$ cat src/rtl/reset_gen_if.sv
// PLL-facing signals of the board reset sequencer: lock flag in, active-low resets out.
interface reset_gen_if;
  logic PllLocked;
  logic PllRESETn;
  logic FgRESETn;

  modport master (output PllLocked, input PllRESETn, input FgRESETn);
  modport slave  (input PllLocked, output PllRESETn, output FgRESETn);
endinterface

$ cat src/rtl/reset_gen.sv
// Board-level reset sequencer: holds the PLL in reset, qualifies a stable lock, then
// releases the function-generator reset; recovers from lock loss and lock timeout.
module reset_gen #(
  parameter int PLL_RST_CYCLES     = 16,
  parameter int LOCK_STABLE_CYCLES = 32,
  parameter int FG_DELAY_CYCLES    = 64,
  parameter int LOCK_TIMEOUT       = 4096,
  parameter int CNT_W              = 16
) (
  input  logic        CLK,
  input  logic        ExtRESET,
  reset_gen_if.slave  pll
);

  typedef enum logic [2:0] {
    RST_PLL   = 3'd0,
    WAIT_LOCK = 3'd1,
    STABLE    = 3'd2,
    DELAY     = 3'd3,
    RUN       = 3'd4
  } state_t;

  localparam logic [CNT_W-1:0] PLL_LAST = CNT_W'(PLL_RST_CYCLES - 1);
  localparam logic [CNT_W-1:0] TMO_LAST = CNT_W'(LOCK_TIMEOUT - 1);
  localparam logic [CNT_W-1:0] STB_LAST = CNT_W'(LOCK_STABLE_CYCLES - 1);
  localparam logic [CNT_W-1:0] DLY_LAST = CNT_W'(FG_DELAY_CYCLES - 1);

  logic [1:0]       rst_sync;
  logic             rst_i;
  logic [1:0]       lock_sync;
  logic             lock_s;
  state_t           state, state_nxt;
  logic [CNT_W-1:0] cnt, cnt_nxt;
  logic             pll_rstn_q;
  logic             fg_rstn_q;

  // Reset synchronizer: asserts with ExtRESET, releases on the 2nd CLK rise after it falls.
  always_ff @(posedge CLK or posedge ExtRESET) begin
    if (ExtRESET) rst_sync <= 2'b00;
    else          rst_sync <= {rst_sync[0], 1'b1};
  end

  assign rst_i = ~rst_sync[1];

  // Lock synchronizer stage
  always_ff @(posedge CLK or posedge rst_i) begin
    if (rst_i) lock_sync <= 2'b00;
    else       lock_sync <= {lock_sync[0], pll.PllLocked};
  end

  assign lock_s = lock_sync[1];

  // Sequencer state stage; outputs are decoded from the next state so they leave flops.
  always_ff @(posedge CLK or posedge rst_i) begin
    if (rst_i) begin
      state      <= RST_PLL;
      cnt        <= '0;
      pll_rstn_q <= 1'b0;
      fg_rstn_q  <= 1'b0;
    end else begin
      state      <= state_nxt;
      cnt        <= cnt_nxt;
      pll_rstn_q <= (state_nxt != RST_PLL);
      fg_rstn_q  <= (state_nxt == RUN);
    end
  end

  always_comb begin
    state_nxt = state;
    cnt_nxt   = cnt + CNT_W'(1);
    case (state)
      RST_PLL: begin
        if (cnt == PLL_LAST) begin
          state_nxt = WAIT_LOCK;
          cnt_nxt   = '0;
        end
      end
      WAIT_LOCK: begin
        if (lock_s) begin
          state_nxt = STABLE;
          cnt_nxt   = '0;
        end else if (cnt == TMO_LAST) begin
          state_nxt = RST_PLL;
          cnt_nxt   = '0;
        end
      end
      STABLE: begin
        if (!lock_s) begin
          state_nxt = WAIT_LOCK;
          cnt_nxt   = '0;
        end else if (cnt == STB_LAST) begin
          state_nxt = DELAY;
          cnt_nxt   = '0;
        end
      end
      DELAY: begin
        if (!lock_s) begin
          state_nxt = WAIT_LOCK;
          cnt_nxt   = '0;
        end else if (cnt == DLY_LAST) begin
          state_nxt = RUN;
          cnt_nxt   = '0;
        end
      end
      RUN: begin
        cnt_nxt = '0;
        if (!lock_s) state_nxt = WAIT_LOCK;
      end
      default: begin
        state_nxt = RST_PLL;
        cnt_nxt   = '0;
      end
    endcase
  end

  assign pll.PllRESETn = pll_rstn_q;
  assign pll.FgRESETn  = fg_rstn_q;

endmodule

$ cat src/flat_wrapper.sv
// flat-port wrapper written by rule: the top's interface ports become plain ports
module reset_gen_flat 
#(
  parameter int PLL_RST_CYCLES     = 16,
  parameter int LOCK_STABLE_CYCLES = 32,
  parameter int FG_DELAY_CYCLES    = 64,
  parameter int LOCK_TIMEOUT       = 4096,
  parameter int CNT_W              = 16
)
  (CLK, ExtRESET, pll_PllLocked, pll_PllRESETn, pll_FgRESETn);
  reset_gen_if pll_i ();
  input  logic CLK;
  input  logic ExtRESET;
  input wire logic [$bits(pll_i.PllLocked)-1:0] pll_PllLocked;
  output wire logic [$bits(pll_i.PllRESETn)-1:0] pll_PllRESETn;
  output wire logic [$bits(pll_i.FgRESETn)-1:0] pll_FgRESETn;
  assign pll_i.PllLocked = pll_PllLocked;
  assign pll_PllRESETn = pll_i.PllRESETn;
  assign pll_FgRESETn = pll_i.FgRESETn;
  reset_gen #(.PLL_RST_CYCLES(PLL_RST_CYCLES), .LOCK_STABLE_CYCLES(LOCK_STABLE_CYCLES), .FG_DELAY_CYCLES(FG_DELAY_CYCLES), .LOCK_TIMEOUT(LOCK_TIMEOUT), .CNT_W(CNT_W)) u_core (.CLK(CLK), .ExtRESET(ExtRESET), .pll(pll_i));
endmodule
$ cat config.mk
export PLATFORM = sky130hd
export DESIGN_NAME = reset_gen_flat
export DESIGN_NICKNAME = d
export VERILOG_FILES = /design/src/rtl/reset_gen_if.sv /design/src/rtl/reset_gen.sv /design/src/flat_wrapper.sv
export SDC_FILE = /design/constraint.sdc
export NUM_CORES = 1
export LEC_CHECK = 0
export CORE_ASPECT_RATIO = 2
export CORE_MARGIN = 3
export CORE_UTILIZATION = 35
export DETAILED_ROUTE_END_ITERATION = 8
export GPL_TIMING_DRIVEN = 0
export PLACE_DENSITY = 0.52
export SYNTH_ARGS = -nofsm -noshare
export SYNTH_HDL_FRONTEND = slang
export SYNTH_SLANG_ARGS = --single-unit
$ cat constraint.sdc
create_clock -name CLK -period 1.17 [get_ports CLK]
set_clock_uncertainty 0.1 [all_clocks]
set_input_delay 0.1755 -clock CLK [delete_from_list [all_inputs] [get_ports CLK]]
set_output_delay 0.1755 -clock CLK [all_outputs]
set_load 0.005 [all_outputs]
==> results.md <==
- Tot GR Track Use: 14.85%
- Rel. slew slack: 38.05%
- Power density over the cells: 1745 nW/um2
- Core box area: 3266 um2
- Vias in the first global route: 1,007
- Synth Flop Type: dfrtp_1
- Setup ws final: -0.9012 ns
- H-tree Lvls: 1
- Row cnt: 29
- Ys async rst share: 100.0%
- Hpwl dp: 1706 um
- Final Util: 46.93%
- Worst-Skew Late Latency: 0.27 ns
- Setup violations, final: 21
- WL met1: 985 um
- Die span in y: 89.54 um
- Crit start category: flop
- # clock sinks: 25
- Leak Pwr: 0.0006581 uW
- DRC viols: 0
- N_diodes: 0
- Worst Hold Class: in -> reg
- Post-synth cell types: 33
- Max-cap violations: 0
- DR WL met2: 1443 um
- Synth Net Count: 123
- Synthesized area: 1221 um2
- Starting Density: 37.39%
- Max layer used: met4
- DP Cell Count: 154
- Iter 0 DRT Violations: 10
- Root Driver: clkbuf_8
- Syn-to-layout area delta: 25.51%
- Final Critical Period: 2.071 ns
- Vias: 911
- Most frequent CP cell: buf_6
- Place WS: -1.207 ns
- Final Hold Vio Count: 0
- Cell count after synthesis: 119
- RSZ-0062 raised after global routing: true
- Final #Nets: 143
- GRT overflow: 0
- Syn. warnings: 0
- I/O Pins: 5
- Final Slew Violations: 0
- Antenna-violating nets left: 0
- Largest net degree at the start of global routing: 24
- WL met3: 39 um
- Drt first pass iters: 3
- GPL Wtd Cong: 0.7743
- EDFF count, synth: 0
- Setup TNS: -18.01 ns
- Peak VDD IR: 1106 uV
- Post-route insts no fill: 169
- WS Path Type: reg -> reg
- Syn_area_per_cell: 10.26 um2
- Reg area: 625.6 um2
- Run status: finished, violations left
- Final period util: 177.0%
- Hold_ws: 0.2519 ns
- First-pass GRT wire length: 4450 um
- Share of post-route cells with drive strength above 1: 28.26%
- Setup crit end kind: flop
- PortBufs: 4
- Initial antenna violation count: 0
- CTS tree: done
- Max Buffers Root-to-Sink: 2
- CP peak stage delay: 0.56 ns
- Worst-path clk slew: 0.09 ns
- Num CTS Buffers: 3
- CP Cell Sequence: or4_4, nor4_4, a31oi_2, nor3_4, buf_6, buf_6, nor2_1
- Failing checks: setup timing
- Vias per Instance: 5.391
- Worst Tran Pin Value: 0.9293 ns
- DRT Wirelength: 2563 um
- Multi-input gate area: 646.9 um2
- Fmax: 482.8 MHz
- WP data required: 1.23 ns
- Arr. time, crit path: 2.13 ns
- Filler cell count: 312
- WL/cell: 15.17 um
- Die area: 4277 um2
- Die X: 47.77 um
- Register area share after synthesis: 51.23%
- Synth Register Bits: 25
- Slowest CP cell: or4_4
- CP max FO: 5
-- worst max-delay path, delay by kind of cell, from the launching register on --
kind            cells  cell delay [ns]
compound gates      1             0.15
buf+inv             2             0.25
flops               1             0.39
simple gates        4             1.08
-- what timing repair did --
item,CTS,global route
gates resized for setup,15,13
cloned,1,0
pin swaps,10,3
endpoints found under the setup margin,23,45
endpoints found under the hold margin,2,0
hold buffers,1,0
buffers inserted,10,3
-- metal layers --
layer / vias to the layer above / global-route usage, %
li1: 451 / -
met1: 441 / 15.18
met2: 10 / 25.57
met3: 9 / 2.823
met4: 0 / 9.559
met5: - / 0
-- power by group --
| part | total [uW] | switching [uW] | internal (uW) |
|---|---|---|---|
| Combinational | 1040 | 533 | 509 |
| Sequential | 1120 | 136 | 983 |
| Clock | 514 | 270 | 244 |
-- registers in the layout, summed over array words and instances (netlist names) --
signal / flops
u_core.pll.PllRESETn: 1
u_core.lock_sync: 2
u_core.state: 3
u_core.cnt: 16
u_core.rst_sync: 2
u_core.pll.FgRESETn: 1
-- cells in the final DEF (no fill, tap or decap), types with 2 or more instances in the layout --
| cell | instances |
|---|---|
| and3_1 | 3 |
| buf_4 | 8 |
| buf_6 | 4 |
| xnor2_1 | 10 |
| clkbuf_8 | 3 |
| a31oi_1 | 2 |
| nand2_1 | 5 |
| a21boi_1 | 2 |
| clkdlybuf4s15_1 | 2 |
| nor2_2 | 6 |
| nand4_1 | 5 |
| or4_4 | 2 |
| nor3_1 | 2 |
| and4_1 | 2 |
| inv_1 | 3 |
| a21oi_1 | 2 |
| nor2_1 | 15 |
| nor2b_1 | 2 |
| clkdlybuf4s50_1 | 2 |
| nand3_1 | 3 |
| dfrtp_1 | 25 |
| xor2_1 | 5 |
| nor3_4 | 2 |
-- cells in the mapped netlist, drive strengths merged, types with 3 or more instances --
library cell  instances  share of area (%)
a21oi                 3                1.2
a31oi                 4                2.0
and3                  4                2.0
dfrtp                25                 51
inv                   3               0.92
nand2                 5                1.5
nand3                 5                2.0
nand4                 5                2.6
nor2                 22                6.8
nor3                  4                2.6
xnor2                10                7.2
xor2                  5                3.6
-- area by class of cell --
type	instances	area share, %
plain buffers	3	1.388
clock buffers	4	2.939
inverters	3	0.7347
multi-input cells	87	42.20
flip-flops and latches	25	40.82
well taps	31	2.531
repair buffers	16	9.388
-- stage by stage --
step | total power [uW] | instance area (um2)
floorplan | 1627 | 1232
global placement | 1790 | 1311
detailed placement | 1829 | 1311
CTS | 2663 | 1491
global route | 2859 | 1533
finish | 2675 | 1533
-- worst paths after layout --
kind / startpoint / endpoint / slack (ns) / cells after the start
worst max-delay path: u_core.cnt[8]$_DFF_PN0_ / u_core.cnt[4]$_DFF_PN0_ / -0.90 / 7
worst min-delay path: pll_PllLocked / u_core.lock_sync[0]$_DFF_PN0_ / 0.25 / 1
worst max register to register: u_core.cnt[8]$_DFF_PN0_ / u_core.cnt[4]$_DFF_PN0_ / -0.90 / 7
worst min register to register: u_core.rst_sync[0]$_DFF_PP0_ / u_core.rst_sync[1]$_DFF_PP0_ / 0.26 / 0
max in group asynchronous: u_core.rst_sync[1]$_DFF_PP0_ / u_core.cnt[5]$_DFF_PN0_ / 0.11 / 0
min in group asynchronous: u_core.rst_sync[1]$_DFF_PP0_ / u_core.state[1]$_DFF_PN0_ / 0.29 / 0
-- cells by family (layout without fill, tap and decap cells) --
logic type	after synthesis	in the layout	share of synthesized area, %
flip-flops	25	25	51.23
XOR/XNOR	15	15	10.76
AO/OA/AOI/OAI	11	11	5.839
AND/OR/NAND/NOR	59	59	27.87
other	1	1	0.3071
adder cells (fa/ha/maj)	1	1	1.024
buffers and inverters	7	26	2.970
Note: power is estimated with default switching activity, not from simulation.
